### src/rtl/regfile_pkg.sv
// Shared encodings for the register-file sequencer: opcodes, mux selects,
// ALU functions and the controller state enum.
package regfile_pkg;

  localparam int DATA_W_DEF  = 8;
  localparam int ADDR_W_DEF  = 3;
  localparam int ALU_TMO_DEF = 15;

  localparam logic [4:0] OP_NOP       = 5'b00000;
  localparam logic [4:0] OP_MOV_RN_R0 = 5'b00001;
  localparam logic [4:0] OP_MOV_R0_RN = 5'b00010;
  localparam logic [4:0] OP_MVI       = 5'b00011;
  localparam logic [4:0] OP_ALU_LO    = 5'b01000;
  localparam logic [4:0] OP_ALU_HI    = 5'b01100;

  localparam logic [1:0] MUX_RN_R0 = 2'b00;
  localparam logic [1:0] MUX_R0_RN = 2'b01;
  localparam logic [1:0] MUX_OR2   = 2'b10;
  localparam logic [1:0] MUX_ALU   = 2'b11;

  localparam logic [2:0] ALU_ADD = 3'b000;
  localparam logic [2:0] ALU_SUB = 3'b001;
  localparam logic [2:0] ALU_AND = 3'b010;
  localparam logic [2:0] ALU_OR  = 3'b011;
  localparam logic [2:0] ALU_XOR = 3'b100;

  typedef enum logic [2:0] {
    ST_IDLE,
    ST_WRITE,
    ST_READ,
    ST_ISSUE,
    ST_WAIT,
    ST_WB
  } state_t;

  function automatic logic is_alu_op(input logic [4:0] op);
    return (op >= OP_ALU_LO) && (op <= OP_ALU_HI);
  endfunction

endpackage

### src/rtl/regfile_ctrl_tmo.sv
// WAIT-state timeout: down-counter loaded on clear, expired on its terminal
// count while enabled, i.e. in the ALU_TMO-th consecutive WAIT cycle.
module regfile_ctrl_tmo
  import regfile_pkg::*;
#(
  parameter int ALU_TMO = ALU_TMO_DEF
) (
  input  logic clk,
  input  logic clr,
  input  logic clear,
  input  logic enable,
  output logic expired
);

  localparam int CW = $clog2(ALU_TMO + 1);

  logic [CW-1:0] cnt;

  always_ff @(posedge clk or posedge clr) begin
    if (clr) begin
      cnt <= '0;
    end else if (clear) begin
      cnt <= CW'(ALU_TMO - 1);
    end else if (enable && (cnt != '0)) begin
      cnt <= cnt - CW'(1);
    end
  end

  assign expired = enable && (cnt == '0);

endmodule

### src/rtl/regfile_ctrl.sv
// Initiator-side sequencer for the 8x8 dual-port register file: one
// instruction at a time, drives write/read controls and the ALU handshake.
//
// state | meaning
// IDLE  | ready for an instruction; NOP/illegal retire here
// WRITE | single register move/immediate write (we=1)
// READ  | read_seg=RN sampled by the file, operands valid next cycle
// ISSUE | alu_start pulse
// WAIT  | waiting for alu_done, bounded by the timeout counter
// WB    | ALU result written to R0 (we=1, mux_sel=11)
module regfile_ctrl
  import regfile_pkg::*;
#(
  parameter int DATA_W  = DATA_W_DEF,
  parameter int ADDR_W  = ADDR_W_DEF,
  parameter int ALU_TMO = ALU_TMO_DEF
) (
  input  logic              clk,
  input  logic              clr,
  input  logic              instr_valid,
  output logic              instr_ready,
  input  logic [7:0]        instr,
  input  logic [DATA_W-1:0] imm,
  output logic              we,
  output logic [1:0]        mux_sel,
  output logic [ADDR_W-1:0] write_seg,
  output logic [ADDR_W-1:0] read_seg,
  output logic [DATA_W-1:0] or2,
  output logic [DATA_W-1:0] alu_wb,
  output logic              alu_start,
  output logic [2:0]        alu_op,
  input  logic [DATA_W-1:0] alu_result,
  input  logic              alu_done,
  output logic              done,
  output logic              err
);

  state_t            state_q, state_d;
  logic              instr_ready_d, we_d, alu_start_d, done_d, err_d;
  logic [1:0]        mux_sel_d;
  logic [ADDR_W-1:0] write_seg_d, read_seg_d;
  logic [DATA_W-1:0] or2_d, alu_wb_d;
  logic [2:0]        alu_op_d;
  logic [4:0]        opcode;
  logic [ADDR_W-1:0] rn;
  logic              accept, tmo_expired;

  assign opcode = instr[7:3];
  assign rn     = ADDR_W'(instr[2:0]);
  assign accept = instr_valid && instr_ready && (state_q == ST_IDLE);

  regfile_ctrl_tmo #(.ALU_TMO(ALU_TMO)) u_tmo (
    .clk     (clk),
    .clr     (clr),
    .clear   (state_q == ST_ISSUE),
    .enable  (state_q == ST_WAIT),
    .expired (tmo_expired)
  );

  always_comb begin
    state_d     = state_q;
    we_d        = 1'b0;
    alu_start_d = 1'b0;
    done_d      = 1'b0;
    err_d       = 1'b0;
    mux_sel_d   = mux_sel;
    write_seg_d = write_seg;
    read_seg_d  = read_seg;
    or2_d       = or2;
    alu_wb_d    = alu_wb;
    alu_op_d    = alu_op;
    case (state_q)
      ST_IDLE: begin
        if (accept) begin
          write_seg_d = rn;
          read_seg_d  = rn;
          case (opcode)
            OP_NOP: done_d = 1'b1;
            OP_MOV_RN_R0: begin
              state_d   = ST_WRITE;
              we_d      = 1'b1;
              mux_sel_d = MUX_RN_R0;
              done_d    = 1'b1;
            end
            OP_MOV_R0_RN: begin
              state_d   = ST_WRITE;
              we_d      = 1'b1;
              mux_sel_d = MUX_R0_RN;
              done_d    = 1'b1;
            end
            OP_MVI: begin
              state_d   = ST_WRITE;
              we_d      = 1'b1;
              mux_sel_d = MUX_OR2;
              or2_d     = imm;
              done_d    = 1'b1;
            end
            default: begin
              if (is_alu_op(opcode)) begin
                state_d  = ST_READ;
                alu_op_d = opcode[2:0];
              end else begin
                err_d = 1'b1;
              end
            end
          endcase
        end
      end
      ST_WRITE: state_d = ST_IDLE;
      ST_READ: begin
        state_d     = ST_ISSUE;
        alu_start_d = 1'b1;
      end
      ST_ISSUE: state_d = ST_WAIT;
      ST_WAIT: begin
        // a result arriving in the last allowed cycle still wins over the timeout
        if (alu_done) begin
          state_d     = ST_WB;
          alu_wb_d    = alu_result;
          we_d        = 1'b1;
          mux_sel_d   = MUX_ALU;
          write_seg_d = '0;
          done_d      = 1'b1;
        end else if (tmo_expired) begin
          state_d = ST_IDLE;
          err_d   = 1'b1;
        end
      end
      ST_WB:   state_d = ST_IDLE;
      default: state_d = ST_IDLE;
    endcase
    instr_ready_d = (state_d == ST_IDLE);
  end

  // instr_ready resets low and rises on the first edge after clr releases
  always_ff @(posedge clk or posedge clr) begin
    if (clr) begin
      state_q     <= ST_IDLE;
      instr_ready <= 1'b0;
      we          <= 1'b0;
      alu_start   <= 1'b0;
      done        <= 1'b0;
      err         <= 1'b0;
      mux_sel     <= '0;
      write_seg   <= '0;
      read_seg    <= '0;
      or2         <= '0;
      alu_wb      <= '0;
      alu_op      <= '0;
    end else begin
      state_q     <= state_d;
      instr_ready <= instr_ready_d;
      we          <= we_d;
      alu_start   <= alu_start_d;
      done        <= done_d;
      err         <= err_d;
      mux_sel     <= mux_sel_d;
      write_seg   <= write_seg_d;
      read_seg    <= read_seg_d;
      or2         <= or2_d;
      alu_wb      <= alu_wb_d;
      alu_op      <= alu_op_d;
    end
  end

endmodule

### config.mk
export PLATFORM = sky130hd
export DESIGN_NAME = regfile_ctrl
export DESIGN_NICKNAME = d
export VERILOG_FILES = /design/src/rtl/regfile_pkg.sv /design/src/rtl/regfile_ctrl_tmo.sv /design/src/rtl/regfile_ctrl.sv
export SDC_FILE = /design/constraint.sdc
export NUM_CORES = 1
export LEC_CHECK = 0
export ABC_CLOCK_PERIOD_IN_PS = 5600
export CAP_MARGIN = 20
export CORE_MARGIN = 2
export CORE_UTILIZATION = 41
export CTS_CLUSTER_DIAMETER = 40
export DETAILED_ROUTE_END_ITERATION = 7
export PLACE_DENSITY = 0.74
export SETUP_SLACK_MARGIN = 0.2
export SLEW_MARGIN = 15
export SYNTH_ARGS = -nofsm -noshare
export SYNTH_HDL_FRONTEND = slang
export SYNTH_HIERARCHICAL = 1
export SYNTH_SLANG_ARGS = --single-unit
### constraint.sdc
create_clock -name clk -period 5.6 [get_ports clk]
set_clock_uncertainty 0.05 [all_clocks]
set_input_delay 1.12 -clock clk [delete_from_list [all_inputs] [get_ports clk]]
set_output_delay 1.12 -clock clk [all_outputs]
set_load 0.1 [all_outputs]
# ---- After elaboration in Yosys (flattened, before gate mapping)
# Cells that the tools add are included.
dict set report word_totals {
  reg_bits 39
  latchBits 0
  ramBits 0
  mem_bits_ro 0
  in_bits 28
  out_inout_bits 32
  elab_cells 75
  mem_count 0
}
dict set report op_classes {
  add_sub_neg 1
  n_mul 0
  n_div 0
  n_lt_le_gt_ge 2
  eq_ne 9
  shift 0
  mux 29
  bitwise_logic 1
  reduce_logical 20
}
# cell n
set op_table {}
lappend op_table {{$mux W3} 6}
lappend op_table {{$pmux W3 S2} 2}
lappend op_table {{$pmux W3 S4} 1}
lappend op_table {{$mux W1} 11}
lappend op_table {{$eq A5 B2 Y1 const B} 2}
lappend op_table {{$mux W4} 2}
lappend op_table {{$reduce_and A4 Y1} 2}
lappend op_table {{$eq A3 B2 Y1 const B} 2}
lappend op_table {{$logic_not A3 Y1} 2}
lappend op_table {{$pmux W1 S2} 3}
lappend op_table {{$pmux W2 S3} 1}
lappend op_table {{$reduce_and A3 Y1} 2}
lappend op_table {{$eq A5 B1 Y1 const B} 1}
lappend op_table {{$ge A5 B4 Y1 const B} 1}
lappend op_table {{$le A5 B4 Y1 const B} 1}
lappend op_table {{$logic_and A1 B1 Y1} 5}
lappend op_table {{$logic_not A5 Y1} 1}
lappend op_table {{$logic_not A4 Y1} 1}
lappend op_table {{$mux W2} 2}
lappend op_table {{$ne A2 B2 Y1 const B} 2}
lappend op_table {{$ne A4 B1 Y1 const B} 1}
lappend op_table {{$pmux W2 S2} 1}
lappend op_table {{$reduce_and A2 Y1} 2}
lappend op_table {{$reduce_bool A2 Y1} 2}
lappend op_table {{other kinds (6)} 6}

# ---- Longest topological paths before layout
dict set report depth {
  word_depth 7
  mapped_depth 7
  ltp_nobuf 7
}

# ---- Cells and area by module
# The synthesis kept the hierarchy.
# module n_inst cells_each area_each_um2 seq_area_each_um2
set modules_own_cells {}
lappend modules_own_cells {regfile_ctrl 1 108 1462.7 875.8}
lappend modules_own_cells {regfile_ctrl_tmo 1 24 232.7 100.1}

# ---- Worst setup path after synthesis
# OpenSTA, ideal clock, no wires.
dict set report synth_timing {
  path_kind {input port to flip-flop}
  startpoint {input port instr[6]}
  endpoint {register or2[0]}
  setup_ps 125
  arrival_time_ps 2400
  t_required_ps 5425
  slack_ps 3025
  cell_stages 3
  path_buffers 0
  cell_sequence {or4b_1 nor3_4 mux2_2}
}
dict set report synth_between {
  elab_chain_len 2
}
# element line_no
set synth_rtl {}
lappend synth_rtl {{start: declaration} regfile_ctrl.sv:22} ;# input logic [7:0] instr,
lappend synth_rtl {{$eq A5 B2 Y1} regfile_ctrl.sv:77} ;# case (opcode)
lappend synth_rtl {{$reduce_and A3 Y1 (no line)} --}
lappend synth_rtl {{end signal: assignment} regfile_ctrl.sv:160} ;# or2 <= or2_d;
lappend synth_rtl {{end: declaration} regfile_ctrl.sv:28} ;# output logic [DATA_W-1:0] or2,
# No other way between the ends.
# A chain may end at the register's enable or synchronous reset.

# ---- Worst setup path in the final report
dict set report layout_timing {
  startpoint {register instr_ready}
  endpoint {output port instr_ready}
}
# element line_no
set layout_rtl {}
lappend layout_rtl {{start: declaration} regfile_ctrl.sv:21} ;# output logic instr_ready,
lappend layout_rtl {{start signal: assignment} regfile_ctrl.sv:152} ;# instr_ready <= instr_ready_d;
# No word-level cell between the ends.

==> flow_summary.yaml <==
outcome:
  status: "completed"
critical_path:
  critPathKind: "register to output pin"
  crit_path_end_kind: "output pin"
  critPathRequiredTime_ps: 4430
  slowest_delay_ps: 1150
  crit_slowest_cell: "clkdlybuf4s50_1"
  path_buf_inv: 1
  cp_top_family: "buffers and inverters"
  start_kind: "register"
  arrival_ps: 1830
  crit_fanout: 3
  worstPathCellList: "clkdlybuf4s50_1"
grt:
  grt_pass1_wl_um: 6040
  overflow: 0
  antenna_found_initial: 0
  grt_pass1_vias: 1256
  globalRouteTotalUtil: 0.179
  grt_max_degree: 36
drt:
  wl_met2_um: 2020
  drt-initial-drc-count: 87
  post_drt_wl_per_cell_um: 15.2
  drt.antenna.violating_nets: 0
  via_per_inst: 5.04
  wirelength_um: 3740
  vias: 1246
  drc: 0
  detail_route.first_pass.iterations: 4
  wl_met1_um: 1540
  wl_met3_um: 133
  top_layer: "met4"
synthesis:
  synth_compound_area_frac: 0.0893
  synth-simple-area-share: 0.137
  syn-instance-count: 132
  synthMuxAreaShare: 0.159
  yosysTopAreaCell: "dfrtp_1"
  synth_xor_area_frac: 0.00517
  synth_nets: 161
  synth-warning-count: 6
  syn_area_um2: 1700
  synth_fa_ha_area_frac: 0.00738
  synth_most_common_cell: "dfrtp_1"
  synth_top_family_by_area: "multiplexers"
  yosys_most_used_dff: "dfrtp_1"
  ys_ff_latch: 39
  netlist_top_cells_area: "dfrtp_1, mux2_2, or4b_4, inv_1, nor2_1"
  ys_seq_area_frac: 0.576
  syn_area_per_cell_um2: 12.8
  synthArstFlopShare: 1.00
  synth_edf_count: 0
  yosysUniqueCellTypes: 38
  synth_common_cells: "dfrtp_1, mux2_2, inv_1, nor2_1"
  synth_top_area_frac: 0.576
floorplan:
  die_h_um: 68.3
  initial_core_util: 0.424
  rows: 23
  die-area_um2: 4670
  io_pins: 60
  die_w_um: 68.3
  core_area_um2: 4000
clock_network:
  cts_resized: 0
  cts-buffers-inserted: 5
  cts_max_path_buffers: 2
  cts.sinks: 39
  cts_tree: "done"
  cts_setup_buffers: 0
  path_clk_slew_ps: 80
  clkLatencyLatePin_ps: 290
  cts-root-buf: "clkbuf_8"
  hold_buffers: 0
  htreeDepth: 2
layout:
  final_core_util: 0.617
  antenna_cells: 0
  nFillCells: 320
  areaGrowthSynthToFinish_pct: 45.6
  drive_above_1_share: 0.203
  nets: 225
timing:
  period_share: 0.535
  slew_headroom: 0.340
  setup_viol: 0
  fin_crit_ps: 3000
  max_freq_mhz: 334
  rsz0062_at_grt: "no"
  slew_viol_final: 0
  timing.hold.ws_ps: 455
  hold_violations: 0
  worstMarginPinSlew_ps: 987
  finalWorstSetupSlack_ps: 2600
  setup_tns_ps: 0
hold_path:
  holdCritPathClass: "register to register"
place:
  gp_congestion: 0.787
  dp_hpwl_um: 2940
  dp_slack_ps: 2050
  port_buffers: 59
job:
  maxCapViolCount: 0
metal layers:
metal | global-route usage | vias to the layer above
li1 | - | 595
met3 | 0.0411 | 7
met1 | 0.216 | 620
met5 | 0 | -
met4 | 0.0675 | 0
met2 | 0.308 | 24
cell usage in the layout, fill, tap and decap left out, types with 3 or more instances in the layout:
cell	netlist	routed
a21oi_1	5	5
mux2_2	23	23
clkbuf_8	0	6
dfrtp_1	39	39
clkdlybuf4s50_1	0	59
nand2_1	5	5
inv_1	7	7
nor2_1	7	7
o21ai_0	3	3
nand2b_1	3	3
a22o_1	3	3
worst paths after layout:
kind,from,endpoint,slack (ps),depth (start not counted)
max,instr_ready,instr_ready,2600,1
min,alu_wb[2],alu_wb[2],450,1
max reg2reg,state_q[0],u_tmo/cnt[3],3540,5
min reg2reg,alu_wb[2],alu_wb[2],450,1
max in group asynchronous,clr,or2[6],3990,3
min in group asynchronous,clr,u_tmo/cnt[1],980,2
kinds of logic after synthesis:
kind of cell	after synthesis
AOI/OAI and AO/OA	22
xor gates and xnor gates	1
adders and majority gates	1
buffers and inverters	10
DFF	39
muxes	24
and+or+nand+nor	35
sequential cells by signal, summed over array words and instances, names as in the netlist:
register     count
or2              8
mux_sel          2
alu_start        1
instr_ready      1
alu_op           3
alu_wb           8
state_q          3
write_seg        3
err              1
u_tmo/cnt        4
done             1
we               1
read_seg         3
stage by stage:
step           area (um2)  cells
6_report             2470    247
5_1_grt              2470    247
4_1_cts              2460    247
3_5_place_dp         2340    239
3_3_place_gp         2340    239
2_1_floorplan        1700    132
final cells by class:
class,count,area [um2],share of cell area
Tap cell,50,62.6,0.0253
Clock buffer,6,82.6,0.0335
Sequential cell,39,976,0.395
Clock inverter,2,35.0,0.0142
Multi-Input combinational cell,83,688,0.279
Timing Repair Buffer,60,598,0.242
Inverter,7,26.3,0.0106
Power is left out: the tool's default activity adds up to more than one toggle a clock period on the data nets, which glitch-free logic cannot reach.
